$ cat config.mk
export PLATFORM = sky130hd
export DESIGN_NAME = tile_fill_engine
export DESIGN_NICKNAME = d
export VERILOG_FILES = /design/src/rtl/tile_pkg.sv /design/src/rtl/tile_rect_walker.sv /design/src/rtl/tile_fill_engine.sv
export SDC_FILE = /design/constraint.sdc
export NUM_CORES = 1
export LEC_CHECK = 0
export CAP_MARGIN = 20
export CORE_MARGIN = 2
export CORE_UTILIZATION = 54
export CTS_BUF_LIST = sky130_fd_sc_hd__clkbuf_4 sky130_fd_sc_hd__clkbuf_8
export DETAILED_ROUTE_END_ITERATION = 8
export MAX_ROUTING_LAYER = met4
export PLACE_DENSITY = 0.8
export SETUP_SLACK_MARGIN = 0.1
export SLEW_MARGIN = 20
export SYNTH_ARGS = -nofsm -noshare
export SYNTH_HDL_FRONTEND = slang
export SYNTH_SLANG_ARGS = --single-unit
$ cat constraint.sdc
create_clock -name clk -period 2.3 [get_ports clk]
set_clock_uncertainty 0.05 [all_clocks]
set_input_delay 0.46 -clock clk [delete_from_list [all_inputs] [get_ports clk]]
set_output_delay 0.46 -clock clk [all_outputs]
set_load 0.005 [all_outputs]
$ cat src/rtl/tile_pkg.sv
// Shared constants and types for the tile fill engine: map geometry defaults,
// agent register map, CTRL bit positions and the engine state encoding.
package tile_pkg;

  localparam int COL_BITS_DEF = 7;
  localparam int ROW_BITS_DEF = 6;

  localparam logic [2:0] REG_X0   = 3'd0;
  localparam logic [2:0] REG_Y0   = 3'd1;
  localparam logic [2:0] REG_W    = 3'd2;
  localparam logic [2:0] REG_H    = 3'd3;
  localparam logic [2:0] REG_TILE = 3'd4;
  localparam logic [2:0] REG_CTRL = 3'd5;

  localparam int CTRL_START = 0;
  localparam int CTRL_INCR  = 1;
  localparam int CTRL_IEN   = 2;
  localparam int CTRL_CLEAR = 7;

  typedef enum logic {
    IDLE = 1'b0,
    RUN  = 1'b1
  } state_t;

endpackage

$ cat src/rtl/tile_rect_walker.sv
// Row-major rectangle scanner: produces the current tilemap column/row and a
// last-beat flag, stepping once per accepted host write.
module tile_rect_walker
  import tile_pkg::*;
#(
  parameter int COL_BITS = COL_BITS_DEF,
  parameter int ROW_BITS = ROW_BITS_DEF
) (
  input  logic                clk,
  input  logic                reset,
  input  logic                load,
  input  logic                accept,
  input  logic [COL_BITS-1:0] x0,
  input  logic [ROW_BITS-1:0] y0,
  input  logic [7:0]          w,
  input  logic [7:0]          h,
  output logic [COL_BITS-1:0] col,
  output logic [ROW_BITS-1:0] row,
  output logic                last
);

  logic [COL_BITS-1:0] x0_work;
  logic [7:0]          w_work;
  logic [7:0]          h_work;
  logic [7:0]          i_cnt;
  logic [7:0]          j_cnt;
  logic                row_end;

  assign row_end = (i_cnt == w_work - 8'd1);
  assign last    = row_end && (j_cnt == h_work - 8'd1);

  // col/row wrap for free at their natural widths, matching the map size
  always_ff @(posedge clk) begin
    if (reset) begin
      x0_work <= '0;
      w_work  <= '0;
      h_work  <= '0;
      i_cnt   <= '0;
      j_cnt   <= '0;
      col     <= '0;
      row     <= '0;
    end else if (load) begin
      x0_work <= x0;
      w_work  <= w;
      h_work  <= h;
      i_cnt   <= '0;
      j_cnt   <= '0;
      col     <= x0;
      row     <= y0;
    end else if (accept) begin
      if (row_end) begin
        i_cnt <= '0;
        j_cnt <= j_cnt + 8'd1;
        col   <= x0_work;
        row   <= row + ROW_BITS'(1);
      end else begin
        i_cnt <= i_cnt + 8'd1;
        col   <= col + COL_BITS'(1);
      end
    end
  end

endmodule

$ cat src/rtl/tile_fill_engine.sv
// Rectangle-fill bridge: CPU-programmed registers on the agent side, one
// tilemap byte write per cycle on the host side toward the tile display.
module tile_fill_engine
  import tile_pkg::*;
#(
  parameter int COL_BITS = COL_BITS_DEF,
  parameter int ROW_BITS = ROW_BITS_DEF
) (
  input  logic        clk,
  input  logic        reset,
  input  logic        chipselect,
  input  logic        write,
  input  logic [2:0]  address,
  input  logic [7:0]  writedata,
  output logic [7:0]  readdata,
  output logic        irq,
  output logic        m_chipselect,
  output logic        m_write,
  output logic [14:0] m_address,
  output logic [7:0]  m_writedata,
  input  logic        m_waitrequest
);

  state_t state, state_next;

  logic [COL_BITS-1:0] x0_reg;
  logic [ROW_BITS-1:0] y0_reg;
  logic [7:0]          w_reg;
  logic [7:0]          h_reg;
  logic [7:0]          tile_reg;
  logic                incr_reg;
  logic                ien_reg;
  logic                done;
  logic                zero_pend;
  logic                incr_work;
  logic [7:0]          data_work;

  logic                reg_wr;
  logic                ctrl_wr;
  logic                start_req;
  logic                go;
  logic                accept;
  logic                finish;
  logic [COL_BITS-1:0] col;
  logic [ROW_BITS-1:0] row;
  logic                last;

  assign reg_wr    = chipselect && write;
  assign ctrl_wr   = reg_wr && (address == REG_CTRL);
  assign start_req = ctrl_wr && writedata[CTRL_START] && (state == IDLE);
  assign accept    = (state == RUN) && !m_waitrequest;
  assign finish    = accept && last;

  tile_rect_walker #(
    .COL_BITS (COL_BITS),
    .ROW_BITS (ROW_BITS)
  ) u_walker (
    .clk    (clk),
    .reset  (reset),
    .load   (go),
    .accept (accept),
    .x0     (x0_reg),
    .y0     (y0_reg),
    .w      (w_reg),
    .h      (h_reg),
    .col    (col),
    .row    (row),
    .last   (last)
  );

  always_ff @(posedge clk) begin
    if (reset) state <= IDLE;
    else       state <= state_next;
  end

  always_comb begin
    state_next = state;
    go         = 1'b0;
    case (state)
      IDLE: begin
        if (start_req && (w_reg != 8'd0) && (h_reg != 8'd0)) begin
          go         = 1'b1;
          state_next = RUN;
        end
      end
      RUN: begin
        if (finish) state_next = IDLE;
      end
      default: state_next = IDLE;
    endcase
  end

  // completion outranks any clear landing on the same edge
  always_ff @(posedge clk) begin
    if (reset) begin
      x0_reg    <= '0;
      y0_reg    <= '0;
      w_reg     <= '0;
      h_reg     <= '0;
      tile_reg  <= '0;
      incr_reg  <= 1'b0;
      ien_reg   <= 1'b0;
      done      <= 1'b0;
      zero_pend <= 1'b0;
      incr_work <= 1'b0;
      data_work <= '0;
    end else begin
      if (reg_wr) begin
        case (address)
          REG_X0:   x0_reg   <= writedata[COL_BITS-1:0];
          REG_Y0:   y0_reg   <= writedata[ROW_BITS-1:0];
          REG_W:    w_reg    <= writedata;
          REG_H:    h_reg    <= writedata;
          REG_TILE: tile_reg <= writedata;
          REG_CTRL: begin
            incr_reg <= writedata[CTRL_INCR];
            ien_reg  <= writedata[CTRL_IEN];
          end
          default: ;
        endcase
      end

      zero_pend <= start_req && !go;

      if (finish || zero_pend)                    done <= 1'b1;
      else if (start_req)                         done <= 1'b0;
      else if (ctrl_wr && writedata[CTRL_CLEAR])  done <= 1'b0;

      if (go) begin
        incr_work <= writedata[CTRL_INCR];
        data_work <= tile_reg;
      end else if (accept && incr_work) begin
        data_work <= data_work + 8'd1;
      end
    end
  end

  assign m_chipselect = (state == RUN);
  assign m_write      = (state == RUN);
  assign m_address    = {2'b00, row, col};
  assign m_writedata  = data_work;
  assign irq          = done && ien_reg;

  always_comb begin
    readdata = 8'h00;
    case (address)
      REG_X0:   readdata = 8'(x0_reg);
      REG_Y0:   readdata = 8'(y0_reg);
      REG_W:    readdata = w_reg;
      REG_H:    readdata = h_reg;
      REG_TILE: readdata = tile_reg;
      REG_CTRL: readdata = {(state == RUN), 4'b0000, ien_reg, incr_reg, done};
      default:  readdata = 8'h00;
    endcase
  end

endmodule

==> flow_summary.toml, run 1 <==
[timing]
slew_violations = 0
setup_viol_count_final = 0
min_period_ns = 2.25
fmax_mhz = 444
hold_violations = 0
finalCritPeriodShare_pct = 98.0
rsz0062_at_grt = "true"
fin_tns_setup_ns = 0
hold_slack_ns = 0.416

[cells_and_area]
fin_nets = 702
final_cells = 813
seqCellArea_um2 = 2070
fillCellCount = 719
multi_input_area_um2 = 3010
syn_to_final_growth_pct = 24.6
fin_util_pct = 69.6
antenna_cells = 0
layout-drive-gt1-share_pct = 18.6

[synthesis]
seq_area_frac_synth_pct = 40.0
synth_area_leaders = "dfxtp_1 (40%), mux2i_1 (10%), nor2_1 (5.6%)"
synth.largest_area_cell = "dfxtp_1"
ys_ff_latch = 103
syn_avg_cell_area_um2 = 8.67
synth.top_cell.area_share_pct = 40.0
synth_flop_cell = "dfxtp_1"
postSynthCellCount = 595
synth_cell_types = 61
yosysWarningCount = 0
ys_async_sr_fraction_pct = 0
synth_area_um2 = 5160
synth_edf_count = 0

[grt]
gr-total-overflow = 0
track_usage_pct = 28.7
grt_pass1_wl_um = 22700
grt_pass1_vias = 4502
antenna_found_initial = 0
grt_max_degree = 84

[floorplanning]
rows = 35
dieWidth_um = 102
coreArea_um2 = 9240
die_area_um2 = 10400
chipHeight_um = 102
initial_core_util_pct = 55.8
pin_count = 50

[status]
status = "completed"

[routing]
dr.first_iter.drc_count = 400
vias = 4729
drt-total-wl_um = 13900
firstDrtPassIters = 5
drc_errors = 0
wl_per_cell_um = 17.0
viasPerCell = 5.82
ant_nets = 0

[pwr]
p_sw_share_pct = 26.4
switching_power_w = 0.000825
powerDensity_nw_per_um2 = 487
clkPwrFrac_pct = 36.5
fin_total_pwr_w = 0.00313
seqPwrFrac_pct = 57.6
p_leak_nw = 2.43
p_int_w = 0.00230
power_frac_comb_pct = 5.8
ir_drop_v = 0.000353

[setup_path]
reg2reg_from = "u_walker.w_work[0]"
reg2regPathDepth = 7
r2r_end = "u_walker.j_cnt[3]"
crit_type = "reg2reg"
path_max_fanout = 7
worstPathArrival_ns = 2.52
r2r_setup_slack_ns = 0.05
crit_required_ns = 2.56
critPathLaunchType = "register"
endpoint_kind = "register"

[placed_design]
gp_congestion = 0.884
dp_cells = 785
hpwl_um = 10000
port_buffers = 47

[cts]
htreeDepth = 3
cts_tree = "built"
clk_latency_ns = 0.37
cts_buffer_depth = 2
cts_buffers = 9
cts-root-buf = "clkbuf_8"
path_clk_slew_ns = 0.11
clock-sinks = 103

[worst_hold_path]
hp-class = "reg2reg"
hold_end = "u_walker.x0_work[2]"
hold_path_depth = 2
min_from = "u_walker.x0_work[2]"

[flow_run]
cap_violations = 0
power groups by stage:
stage           logic, W  clock network (W)  registers (W)
2_1_floorplan  0.0000869                  0        0.00184
3_3_place_gp    0.000166                  0        0.00184
3_5_place_dp    0.000168                  0        0.00184
4_1_cts         0.000180            0.00116        0.00180
5_1_grt         0.000196            0.00124        0.00180
6_report        0.000182            0.00114        0.00180
layer usage:
metal	wire length (µm)	vias to the layer above	global-route usage, %
li1	-	2276	-
met5	0	-	-
met4	224	0	8.21
met1	6410	2284	38.2
met2	6460	151	44.7
met3	755	18	5.31
layout by cell type (no fill, tap or decap), types with 3 or more instances in the layout:
cell | synthesis | final
a211oi_1 | 11 | 10
nand2_1 | 65 | 65
a31oi_1 | 5 | 5
a21oi_2 | 0 | 3
and3_1 | 8 | 5
dlygate4sd2_1 | 0 | 5
and4_1 | 3 | 3
and3_4 | 0 | 3
buf_6 | 0 | 6
o21ai_1 | 0 | 3
mux2i_1 | 53 | 53
or4_1 | 5 | 4
nand3_1 | 20 | 20
xor2_1 | 15 | 15
clkdlybuf4s50_1 | 0 | 35
nand2b_1 | 7 | 7
a21boi_0 | 7 | 7
o22ai_1 | 9 | 9
clkbuf_8 | 0 | 9
nor2b_2 | 0 | 3
buf_4 | 3 | 52
xnor2_1 | 19 | 19
o21ai_0 | 10 | 7
nor3_1 | 8 | 7
ha_1 | 7 | 6
nor4_1 | 6 | 5
dfxtp_2 | 0 | 3
a21oi_1 | 41 | 38
inv_6 | 0 | 3
nand3b_1 | 3 | 3
o31ai_1 | 6 | 6
inv_1 | 11 | 8
nor2_1 | 77 | 74
nand4_1 | 6 | 6
mux4_2 | 4 | 4
dfxtp_1 | 103 | 100
buf_12 | 0 | 3
inv_2 | 0 | 3
buf_2 | 3 | 6
or3_1 | 6 | 6
cells in the mapped netlist, drive strengths merged (4+ instances only):
master / instances
or3: 7
or4: 6
nand4: 7
clkbuf: 28
a21boi: 7
nand2b: 7
o21ai: 10
nor2b: 4
inv: 11
xor2: 15
a211oi: 11
o31ai: 6
nor2: 77
a21oi: 41
mux2i: 53
nor3: 8
a31oi: 6
xnor2: 19
dfxtp: 103
nand3: 20
nor4: 7
mux4: 4
buf: 9
o22ai: 9
nand2: 65
and3: 8
ha: 7
metrics by stage:
stage	cell area (µm²)	setup slack, ns
2_1_floorplan	5170	0.104
3_3_place_gp	6040	-0.406
3_5_place_dp	6040	-0.472
4_1_cts	6380	0.0236
5_1_grt	6430	-0.0731
6_report	6430	0.0464
logic make-up after synthesis:
kind of cell,synth area share [%]
and+or+nand+nor,21.4
AOI/OAI and AO/OA,14.8
muxes,12.5
xor gates and xnor gates,5.77
buffers and inverters,3.81
adders and majority gates,1.70
DFF,40.0
other,0.0727
worst max-delay path by stage:
stage	end	from	slack, ns
after floorplan	u_walker.j_cnt[6]	u_walker.w_work[0]	0.10
after global placement	readdata[3]	address[0]	-0.41
after detailed placement	readdata[4]	address[0]	-0.47
after CTS	u_walker.row[5]	u_walker.w_work[0]	0.02
after global routing	u_walker.j_cnt[7]	u_walker.w_work[0]	-0.07
final	u_walker.j_cnt[3]	u_walker.w_work[0]	0.05
worst max-delay path: stages, from the launching register on:
cell       delay [ns]
dfxtp_2          0.35
or4_4            0.54
a2111oi_4        0.23
or3_4            0.22
nand4_4          0.14
buf_4            0.20
or3_1            0.34
a21oi_1          0.13
area by class of cell:
type	count	share of cell area (%)
Clock inverter	7	1.13
Clock buffer	9	1.93
Timing Repair Buffer	109	14.8
Inverter	11	0.642
Multi-Input combinational cell	445	46.8
Sequential cell	103	32.1
Tap cell	129	2.51
what timing repair did:
action	4_1_cts	5_1_grt
setup buffers	11	0
setup endpoints to repair	31	28
endpoints found under the hold margin	0	0
pin swaps	11	9
gates resized for setup	38	27
cloned	1	0
hold buffers	0	0
(Power assumes the default switching activity.)
==> run 2, diff against run 1 <==
Settings changed: SLEW_MARGIN 20 to not set.
==> results of run 2 <==
No change in the layout: final DEF, timing and power equal those of run 1.
==> run 3, diff against run 2 <==
Settings changed: CTS_CLUSTER_SIZE set to 8.
==> results of run 3 <==
No change in the layout: final DEF, timing and power equal those of run 1.
